--- src/rtl/button_debounce_if.sv ---
// Button bundle between the raw pin side and the debounced event consumers.
// The master drives the raw pins; the slave (the debouncer) drives the clean levels and pulses.
interface button_debounce_if #(
    parameter int N_BTN = 4
);
    logic [N_BTN-1:0] btn_raw;
    logic [N_BTN-1:0] btn_level;
    logic [N_BTN-1:0] btn_press;
    logic [N_BTN-1:0] btn_release;
    logic [N_BTN-1:0] btn_long;

    modport master (
        output btn_raw,
        input  btn_level,
        input  btn_press,
        input  btn_release,
        input  btn_long
    );

    modport slave (
        input  btn_raw,
        output btn_level,
        output btn_press,
        output btn_release,
        output btn_long
    );
endinterface

--- src/rtl/button_debounce.sv ---
// Push-button front end: polarity fix, two-flop synchroniser, and one debounce FSM per button
// producing a clean level plus registered press / release / long-press pulses.
module button_debounce #(
    parameter int N_BTN       = 4,
    parameter int DEB_CYCLES  = 500000,
    parameter int LONG_CYCLES = 50000000,
    parameter int ACTIVE_LOW  = 1
) (
    input  logic               clk,
    input  logic               rst,
    button_debounce_if.slave   bus
);

    localparam int DW = $clog2(DEB_CYCLES);
    localparam int HW = $clog2(LONG_CYCLES + 1);
    localparam logic [DW-1:0] DEB_LAST = DW'(DEB_CYCLES - 1);
    localparam logic [HW-1:0] LONG_MAX = HW'(LONG_CYCLES);
    localparam logic [HW-1:0] LONG_PRE = HW'(LONG_CYCLES - 1);

    typedef enum logic [1:0] {
        ST_IDLE      = 2'd0,
        ST_ARMING    = 2'd1,
        ST_HELD      = 2'd2,
        ST_RELEASING = 2'd3
    } state_t;

    logic [N_BTN-1:0] act_s;
    logic [N_BTN-1:0] s1_r;
    logic [N_BTN-1:0] s2_r;
    logic [N_BTN-1:0] level_s;
    logic [N_BTN-1:0] press_s;
    logic [N_BTN-1:0] release_s;
    logic [N_BTN-1:0] long_s;

    assign act_s = bus.btn_raw ^ {N_BTN{(ACTIVE_LOW != 0)}};

    // Two-flop synchroniser on the polarity-corrected pins
    always_ff @(posedge clk) begin
        if (rst) begin
            s1_r <= {N_BTN{1'b0}};
            s2_r <= {N_BTN{1'b0}};
        end else begin
            s1_r <= act_s;
            s2_r <= s1_r;
        end
    end

    for (genvar i = 0; i < N_BTN; i++) begin : g_btn
        state_t        state_r;
        state_t        state_nxt_s;
        logic [DW-1:0] dcnt_r;
        logic [DW-1:0] dcnt_nxt_s;
        logic [HW-1:0] hcnt_r;
        logic [HW-1:0] hcnt_nxt_s;
        logic          level_r;
        logic          level_nxt_s;
        logic          press_r;
        logic          press_nxt_s;
        logic          release_r;
        logic          release_nxt_s;
        logic          long_r;
        logic          long_nxt_s;
        logic          held_s;

        // Next-state, counters and pulse decode for one button
        always_comb begin
            state_nxt_s   = state_r;
            dcnt_nxt_s    = dcnt_r;
            hcnt_nxt_s    = hcnt_r;
            level_nxt_s   = level_r;
            press_nxt_s   = 1'b0;
            release_nxt_s = 1'b0;
            held_s        = (state_r == ST_HELD) || (state_r == ST_RELEASING);

            // Hold time keeps running through release bounces and saturates at the limit
            if (held_s && (hcnt_r != LONG_MAX)) begin
                hcnt_nxt_s = hcnt_r + HW'(1);
            end else begin
                hcnt_nxt_s = hcnt_r;
            end
            long_nxt_s = held_s && (hcnt_r == LONG_PRE);

            case (state_r)
                ST_IDLE: begin
                    if (s2_r[i]) begin
                        state_nxt_s = ST_ARMING;
                        dcnt_nxt_s  = DW'(1);
                    end else begin
                        state_nxt_s = ST_IDLE;
                    end
                end
                ST_ARMING: begin
                    if (!s2_r[i]) begin
                        state_nxt_s = ST_IDLE;
                        dcnt_nxt_s  = {DW{1'b0}};
                    end else if (dcnt_r == DEB_LAST) begin
                        state_nxt_s = ST_HELD;
                        level_nxt_s = 1'b1;
                        press_nxt_s = 1'b1;
                        dcnt_nxt_s  = {DW{1'b0}};
                        hcnt_nxt_s  = {HW{1'b0}};
                    end else begin
                        dcnt_nxt_s  = dcnt_r + DW'(1);
                    end
                end
                ST_HELD: begin
                    if (!s2_r[i]) begin
                        state_nxt_s = ST_RELEASING;
                        dcnt_nxt_s  = DW'(1);
                    end else begin
                        state_nxt_s = ST_HELD;
                    end
                end
                ST_RELEASING: begin
                    if (s2_r[i]) begin
                        state_nxt_s = ST_HELD;
                        dcnt_nxt_s  = {DW{1'b0}};
                    end else if (dcnt_r == DEB_LAST) begin
                        state_nxt_s   = ST_IDLE;
                        level_nxt_s   = 1'b0;
                        release_nxt_s = 1'b1;
                        dcnt_nxt_s    = {DW{1'b0}};
                    end else begin
                        dcnt_nxt_s    = dcnt_r + DW'(1);
                    end
                end
                default: begin
                    state_nxt_s = ST_IDLE;
                    dcnt_nxt_s  = {DW{1'b0}};
                    level_nxt_s = 1'b0;
                end
            endcase
        end

        // State, counters and registered outputs for one button
        always_ff @(posedge clk) begin
            if (rst) begin
                state_r   <= ST_IDLE;
                dcnt_r    <= {DW{1'b0}};
                hcnt_r    <= {HW{1'b0}};
                level_r   <= 1'b0;
                press_r   <= 1'b0;
                release_r <= 1'b0;
                long_r    <= 1'b0;
            end else begin
                state_r   <= state_nxt_s;
                dcnt_r    <= dcnt_nxt_s;
                hcnt_r    <= hcnt_nxt_s;
                level_r   <= level_nxt_s;
                press_r   <= press_nxt_s;
                release_r <= release_nxt_s;
                long_r    <= long_nxt_s;
            end
        end

        assign level_s[i]   = level_r;
        assign press_s[i]   = press_r;
        assign release_s[i] = release_r;
        assign long_s[i]    = long_r;
    end

    assign bus.btn_level   = level_s;
    assign bus.btn_press   = press_s;
    assign bus.btn_release = release_s;
    assign bus.btn_long    = long_s;

endmodule

--- src/flat_wrapper.sv ---
// flat-port wrapper written by rule: the top's interface ports become plain ports
module button_debounce_flat 
#(
    parameter int N_BTN       = 4,
    parameter int DEB_CYCLES  = 500000,
    parameter int LONG_CYCLES = 50000000,
    parameter int ACTIVE_LOW  = 1
)
  (clk, rst, bus_btn_raw, bus_btn_level, bus_btn_press, bus_btn_release, bus_btn_long);
  button_debounce_if #(.N_BTN(N_BTN)) bus_i ();
  input  logic clk;
  input  logic rst;
  input wire logic [$bits(bus_i.btn_raw)-1:0] bus_btn_raw;
  output wire logic [$bits(bus_i.btn_level)-1:0] bus_btn_level;
  output wire logic [$bits(bus_i.btn_press)-1:0] bus_btn_press;
  output wire logic [$bits(bus_i.btn_release)-1:0] bus_btn_release;
  output wire logic [$bits(bus_i.btn_long)-1:0] bus_btn_long;
  assign bus_i.btn_raw = bus_btn_raw;
  assign bus_btn_level = bus_i.btn_level;
  assign bus_btn_press = bus_i.btn_press;
  assign bus_btn_release = bus_i.btn_release;
  assign bus_btn_long = bus_i.btn_long;
  button_debounce #(.N_BTN(N_BTN), .DEB_CYCLES(DEB_CYCLES), .LONG_CYCLES(LONG_CYCLES), .ACTIVE_LOW(ACTIVE_LOW)) u_core (.clk(clk), .rst(rst), .bus(bus_i));
endmodule
--- config.mk ---
export PLATFORM = sky130hd
export DESIGN_NAME = button_debounce_flat
export DESIGN_NICKNAME = d
export VERILOG_FILES = /design/src/rtl/button_debounce_if.sv /design/src/rtl/button_debounce.sv /design/src/flat_wrapper.sv
export SDC_FILE = /design/constraint.sdc
export NUM_CORES = 1
export LEC_CHECK = 0
export CAP_MARGIN = 10
export CORE_MARGIN = 3
export CORE_UTILIZATION = 38
export CTS_CLUSTER_SIZE = 14
export DETAILED_ROUTE_END_ITERATION = 8
export PLACE_DENSITY = 0.54
export SYNTH_ARGS = -nofsm -noshare
export SYNTH_HDL_FRONTEND = slang
export SYNTH_SLANG_ARGS = --single-unit
--- constraint.sdc ---
create_clock -name clk -period 2.76 [get_ports clk]
set_input_delay 0.414 -clock clk [delete_from_list [all_inputs] [get_ports clk]]
set_output_delay 0.414 -clock clk [all_outputs]
set_load 0.01 [all_outputs]
==> flow_summary.json, run 1 <==
{
  "synth_ff_type": "dfxtp_1",
  "htree_levels": 1,
  "arrival_ns": 2.79,
  "critPathMaxFanout": 18,
  "dr.pass1.iters": 4,
  "hold_start": "rst",
  "cts.sinks": 212,
  "synthesis.area_mm2": 0.0101,
  "netlist_instances": 1182,
  "coreArea_mm2": 0.0261,
  "syn_to_final_growth_pct": 12.4,
  "crit_chain": "xor2_1 -> nand2_1 -> a211oi_2 -> o21ai_0 -> a31oi_1",
  "holdWs_ns": 0.191,
  "route.vias.total": 8204,
  "cts_hold_buf": 0,
  "clockBufferDepth": 3,
  "slowest_stage": "a211oi_2",
  "remaining_drc_errors": 0,
  "setup_violations": 0,
  "diodes": 0,
  "grt_pass1_wl_um": 37600,
  "grt_usage": 0.151,
  "antenna_left": 0,
  "fmax_mhz": 425,
  "grt_max_degree": 32,
  "routabilityCongestion": 0.795,
  "numCtsBuffers": 25,
  "io_pins": 22,
  "hp-class": "input port to flip-flop",
  "wirelength_um": 21300,
  "cts_resized": 0,
  "drv_slew": 0,
  "io_buffers": 21,
  "powerDensity_mw_per_mm2": 563,
  "syn_avg_cell_area_um2": 8.56,
  "ys_ff_latch": 212,
  "yosysWarnings": 0,
  "total_power_mw": 6.40,
  "via_per_inst": 5.30,
  "critical_path_class": "flip-flop to flip-flop",
  "ys_seq_area_frac": 0.419,
  "drt_iter0_markers": 506,
  "worstMarginPinSlew_ns": 1.12,
  "yosysUniqueCellTypes": 65,
  "syn_nets": 1200,
  "status": "finished clean",
  "ir_drop_mv": 0.333,
  "die_w_um": 169,
  "crit_family": "compound AO/OA/AOI/OAI gates",
  "nNetsFinal": 1213,
  "rsz0062_at_grt": "no",
  "placed_cell_area_mm2": 0.0106,
  "layout-drive-gt1-share": 0.0708,
  "rows": 59,
  "start_kind": "flip-flop",
  "wl_per_cell_um": 13.8,
  "path_buf_inv": 0,
  "timing.rr.start": "u_core.s2_r[0]",
  "antenna_found_initial": 0,
  "root_buffer": "clkbuf_16",
  "grt_pass1_vias": 7825,
  "period_share": 0.853,
  "die_y_um": 169,
  "synth_edf_count": 0,
  "fin_worst_skew_ns": 0.0144,
  "final_cell_mix": "dfxtp_1 (212), nor2_1 (149), nand2_1 (104), xor2_1 (72), nand3_1 (69)",
  "worstSkewPairLatency_ns": 0.52,
  "power_leakage_nw": 3.97,
  "dieArea_mm2": 0.0286,
  "period_needed_ns": 2.35,
  "finalInstanceArea_mm2": 0.0114,
  "ys_async_sr_fraction": 0,
  "cp.required_ns": 3.20,
  "final_common_cell": "dfxtp_1",
  "clkTransAtPathRegs_ns": 0.06,
  "cts_tree": "yes",
  "tns_ns": 0,
  "drv_cap": 0,
  "hold_violations": 0,
  "nFillCells": 2649,
  "postCtsSetupBuffers": 0,
  "grt_overflow": 0,
  "dp_hpwl_um": 14200,
  "crit_path_end_kind": "flip-flop",
  "slew_headroom": 0.250,
  "start_util": 0.387,
  "crit_start": "u_core.s2_r[0]",
  "max_stage_delay_ns": 0.91
}
sequential cells by signal, summed over array words and instances (netlist names), named ones only:
register / count
u_core.g_btn.release_r: 4
u_core.g_btn.hcnt_r: 104
u_core.g_btn.press_r: 4
u_core.s2_r: 4
u_core.g_btn.dcnt_r: 76
u_core.g_btn.long_r: 4
u_core.g_btn.level_r: 4
u_core.g_btn.state_r: 4
u_core.s1_r: 4
per-layer routing:
metal | vias up | routed length (µm) | part of all wire | global-route usage
met3 | 21 | 679 | 0.032 | 0.0221
met2 | 87 | 9160 | 0.43 | 0.233
li1 | 4261 | - | - | -
met5 | - | 0 | 0 | 0
met1 | 3835 | 11200 | 0.53 | 0.222
met4 | 0 | 284 | 0.013 | 0.0384
cell type report:
type | count | area (µm²) | share of cell area
clock inverter | 7 | 41.3 | 0.00363
sequential | 212 | 4240 | 0.373
inverter | 30 | 113 | 0.00990
multi-input combinational | 881 | 5420 | 0.476
tap | 335 | 419 | 0.0368
clock buffer | 39 | 758 | 0.0666
timing repair buffer | 45 | 385 | 0.0339
Yosys cell counts, types with 4 or more instances:
master / n / area [µm²]
nor3_1: 43 / 215
buf_2: 10 / 50.1
nand2b_1: 8 / 50.1
nor2b_1: 6 / 37.5
nand3_1: 69 / 345
clkbuf_1: 19 / 71.3
nor4_1: 20 / 125
nor2_1: 149 / 559
nor3b_1: 6 / 45.0
buf_1: 4 / 15.0
and2_1: 5 / 31.3
and4_1: 15 / 131
dfxtp_1: 212 / 4240
o211a_1: 4 / 40.0
nand4b_1: 5 / 43.8
a31oi_1: 43 / 269
nand4_1: 59 / 369
inv_1: 29 / 109
xnor2_1: 44 / 385
buf_4: 22 / 165
and3_1: 34 / 213
or4_1: 5 / 37.5
xor2_1: 72 / 631
a21oi_1: 41 / 205
nand2_1: 104 / 390
o21ai_0: 28 / 140
buf_6: 4 / 45.0
a22o_1: 13 / 114
nand4bb_1: 4 / 45.0
a41oi_1: 6 / 52.6
a21o_1: 6 / 45.0
or3_1: 14 / 87.6
nor4b_1: 7 / 61.3
mux2i_1: 12 / 120
ha_1: 12 / 150
o31ai_1: 4 / 30.0
logic make-up after synthesis:
logic type	count (synthesis)	synth area share
adder cells (fa/ha/maj)	12	0.0148
XOR/XNOR	116	0.100
multiplexers	12	0.0119
AO/OA/AOI/OAI	168	0.111
buffers and inverters	89	0.0454
flip-flops	212	0.419
AND/OR/NAND/NOR	573	0.298
final timing paths:
check | endpoint | slack [ns] | depth (start not counted)
worst min-delay path | u_core.g_btn[0].dcnt_r[13] | 0.19 | 2
worst max-delay path | u_core.g_btn[0].dcnt_r[16] | 0.41 | 5
worst max register to register | u_core.g_btn[0].dcnt_r[16] | 0.41 | 5
worst min register to register | u_core.s2_r[2] | 0.43 | 1
power breakdown:
| part | internal (mW) | leakage, nW | total [mW] | switching, mW |
|---|---|---|---|---|
| Clock | 1.88 | 0.397 | 3.14 | 1.26 |
| Combinational | 0.0572 | 1.86 | 0.157 | 0.100 |
| Sequential | 3.08 | 1.71 | 3.10 | 0.0226 |
metrics by stage:
step | setup WS [ns] | util | cells
2_1_floorplan | 0.809 | - | 1182
6_report | 0.405 | 0.435 | 1549
5_1_grt | 0.140 | 0.435 | 1549
4_1_cts | 0.419 | 0.435 | 1549
3_5_place_dp | 0.463 | 0.405 | 1503
3_3_place_gp | 0.458 | 0.405 | 1503
(Power assumes the default switching activity.)
==> run 2: changes to the inputs <==
- SKIP_CTS_REPAIR_TIMING: not set -> 1
==> results of run 2 <==
Same layout as run 1: the final DEF is identical, and so are final timing and power.
==> run 3: changes to the inputs <==
- PLACE_DENSITY: 0.54 -> 0.62
==> run 3 against run 2 <==
Net effect: first-iteration DRC count is 7.5% lower; routed wire length shrank 4.1%; cell area rose by 0.25%; critical path type unchanged; largest cell class unchanged.
==> flow_summary.json, run 3 (same netlist as run 1, synthesis figures left out) <==
{
  "status": "finished clean",
  "fmax_mhz": 446,
  "numCtsBuffers": 24,
  "final_cell_mix": "dfxtp_1 (212), nor2_1 (149), nand2_1 (104), xor2_1 (72), nand3_1 (69)",
  "nNetsFinal": 1213,
  "via_per_inst": 5.32,
  "remaining_drc_errors": 0,
  "register_area_mm2": 0.00424,
  "root_buffer": "clkbuf_16",
  "route.vias.total": 8234,
  "routabilityCongestion": 0.812,
  "htree_levels": 1,
  "setup_violations": 0,
  "crit_start": "u_core.s2_r[0]",
  "period_share": 0.812,
  "period_needed_ns": 2.24,
  "grt_pass1_vias": 7687,
  "worstSkewPairLatency_ns": 0.51,
  "cp.required_ns": 3.20,
  "rsz0062_at_grt": "no",
  "hp-class": "input port to flip-flop",
  "rows": 59,
  "cts.sinks": 212,
  "io_buffers": 21,
  "multi_input_area_mm2": 0.00542,
  "arrival_ns": 2.68,
  "grt_usage": 0.142,
  "final_common_cell": "dfxtp_1",
  "crit_path_end_kind": "flip-flop",
  "crit_chain": "xor2_1 -> buf_4 -> nand2_1 -> a211oi_2 -> o21ai_0 -> a31oi_1",
  "grtUsageMet1": 0.204,
  "start_kind": "flip-flop",
  "largest_register": "u_core.g_btn.hcnt_r",
  "grtUsageMet3": 0.0226,
  "die_y_um": 169,
  "hold_start": "rst",
  "grt_use_met2": 0.224,
  "max_stage_delay_ns": 0.90,
  "dieArea_mm2": 0.0286,
  "clkTransAtPathRegs_ns": 0.06,
  "powerDensity_mw_per_mm2": 572,
  "syn_to_final_growth_pct": 12.7,
  "antenna_found_initial": 0,
  "antenna_left": 0,
  "power_leakage_nw": 3.98,
  "coreArea_mm2": 0.0261,
  "diodes": 0,
  "crit_family": "compound AO/OA/AOI/OAI gates",
  "drv_slew": 0,
  "dp_hpwl_um": 13600,
  "grt_max_degree": 46,
  "path_buf_inv": 1,
  "clockBufferDepth": 3,
  "drt_iter0_markers": 468,
  "cts_tree": "yes",
  "fin_worst_skew_ns": 0.00894,
  "critical_path_class": "flip-flop to flip-flop",
  "ir_drop_mv": 0.379,
  "largest_reg_flops": 104,
  "layout-drive-gt1-share": 0.0684,
  "critPathMaxFanout": 18,
  "worstMarginPinSlew_ns": 1.07,
  "grt_pass1_wl_um": 35800,
  "die_w_um": 169,
  "drv_cap": 0,
  "dr.pass1.iters": 4,
  "busiest_layer": "met2",
  "hold_violations": 0,
  "wirelength_um": 20500,
  "io_pins": 22,
  "top_regs": "u_core.g_btn.hcnt_r x104, u_core.g_btn.dcnt_r x76",
  "nFillCells": 2567,
  "total_power_mw": 6.52,
  "timing.rr.start": "u_core.s2_r[0]",
  "tns_ns": 0,
  "slew_headroom": 0.288,
  "start_util": 0.387,
  "wl_per_cell_um": 13.2,
  "grt_overflow": 0,
  "slowest_stage": "a211oi_2"
}
-- run 3: changes by cell type in the layout (fill, tap and decap cells not counted) --
cell        change
inv_6           -1
clkinv_2        -1
clkbuf_8        -4
buf_4           +1
bufinv_16       +3
clkbuf_1        +2
clkinvlp_4      -1
-- run 3: layout make-up --
| type | count | area share |
|---|---|---|
| multi-input combinational | 881 | 0.475 |
| inverter | 30 | 0.00987 |
| clock inverter | 7 | 0.00965 |
| timing repair buffer | 46 | 0.0344 |
| sequential | 212 | 0.372 |
| clock buffer | 37 | 0.0623 |
| tap | 335 | 0.0367 |
-- run 3: worst paths after layout --
check,slack [ns],cells after the start,end
max,0.52,6,u_core.g_btn[0].dcnt_r[16]
min,0.39,5,u_core.g_btn[1].dcnt_r[16]
max reg2reg,0.52,6,u_core.g_btn[0].dcnt_r[16]
min reg2reg,0.44,1,u_core.s2_r[0]
-- run 3: where the power goes --
| group | internal, mW | total, mW | switching, mW |
|---|---|---|---|
| clock | 2.05 | 3.26 | 1.22 |
| sequential | 3.08 | 3.10 | 0.0206 |
| combinational | 0.0590 | 0.158 | 0.0987 |
-- run 3: worst min-delay path: cells and delay by family --
family	cells	cell delay [ns]
simple gates	1	0.10
compound gates	2	0.18
buf+inv	2	0.15
-- run 3: per-layer routing --
layer	wire length (µm)	share of wire	vias up
li1	-	-	4262
met1	10700	0.52	3856
met2	8760	0.43	91
met3	710	0.035	25
met4	350	0.017	0
met5	0	0	-
-- run 3: through the flow --
stage | cell area, µm² | utilization | setup slack (ns) | hold slack (ns) | std cells
2_1_floorplan | 10100 | - | 0.809 | 0.414 | 1182
3_3_place_gp | 10600 | 0.405 | 0.391 | 0.421 | 1503
3_5_place_dp | 10600 | 0.405 | 0.296 | 0.428 | 1503
4_1_cts | 11400 | 0.436 | 0.280 | 0.368 | 1547
5_1_grt | 11400 | 0.437 | 0.204 | 0.407 | 1548
6_report | 11400 | 0.437 | 0.518 | 0.386 | 1548
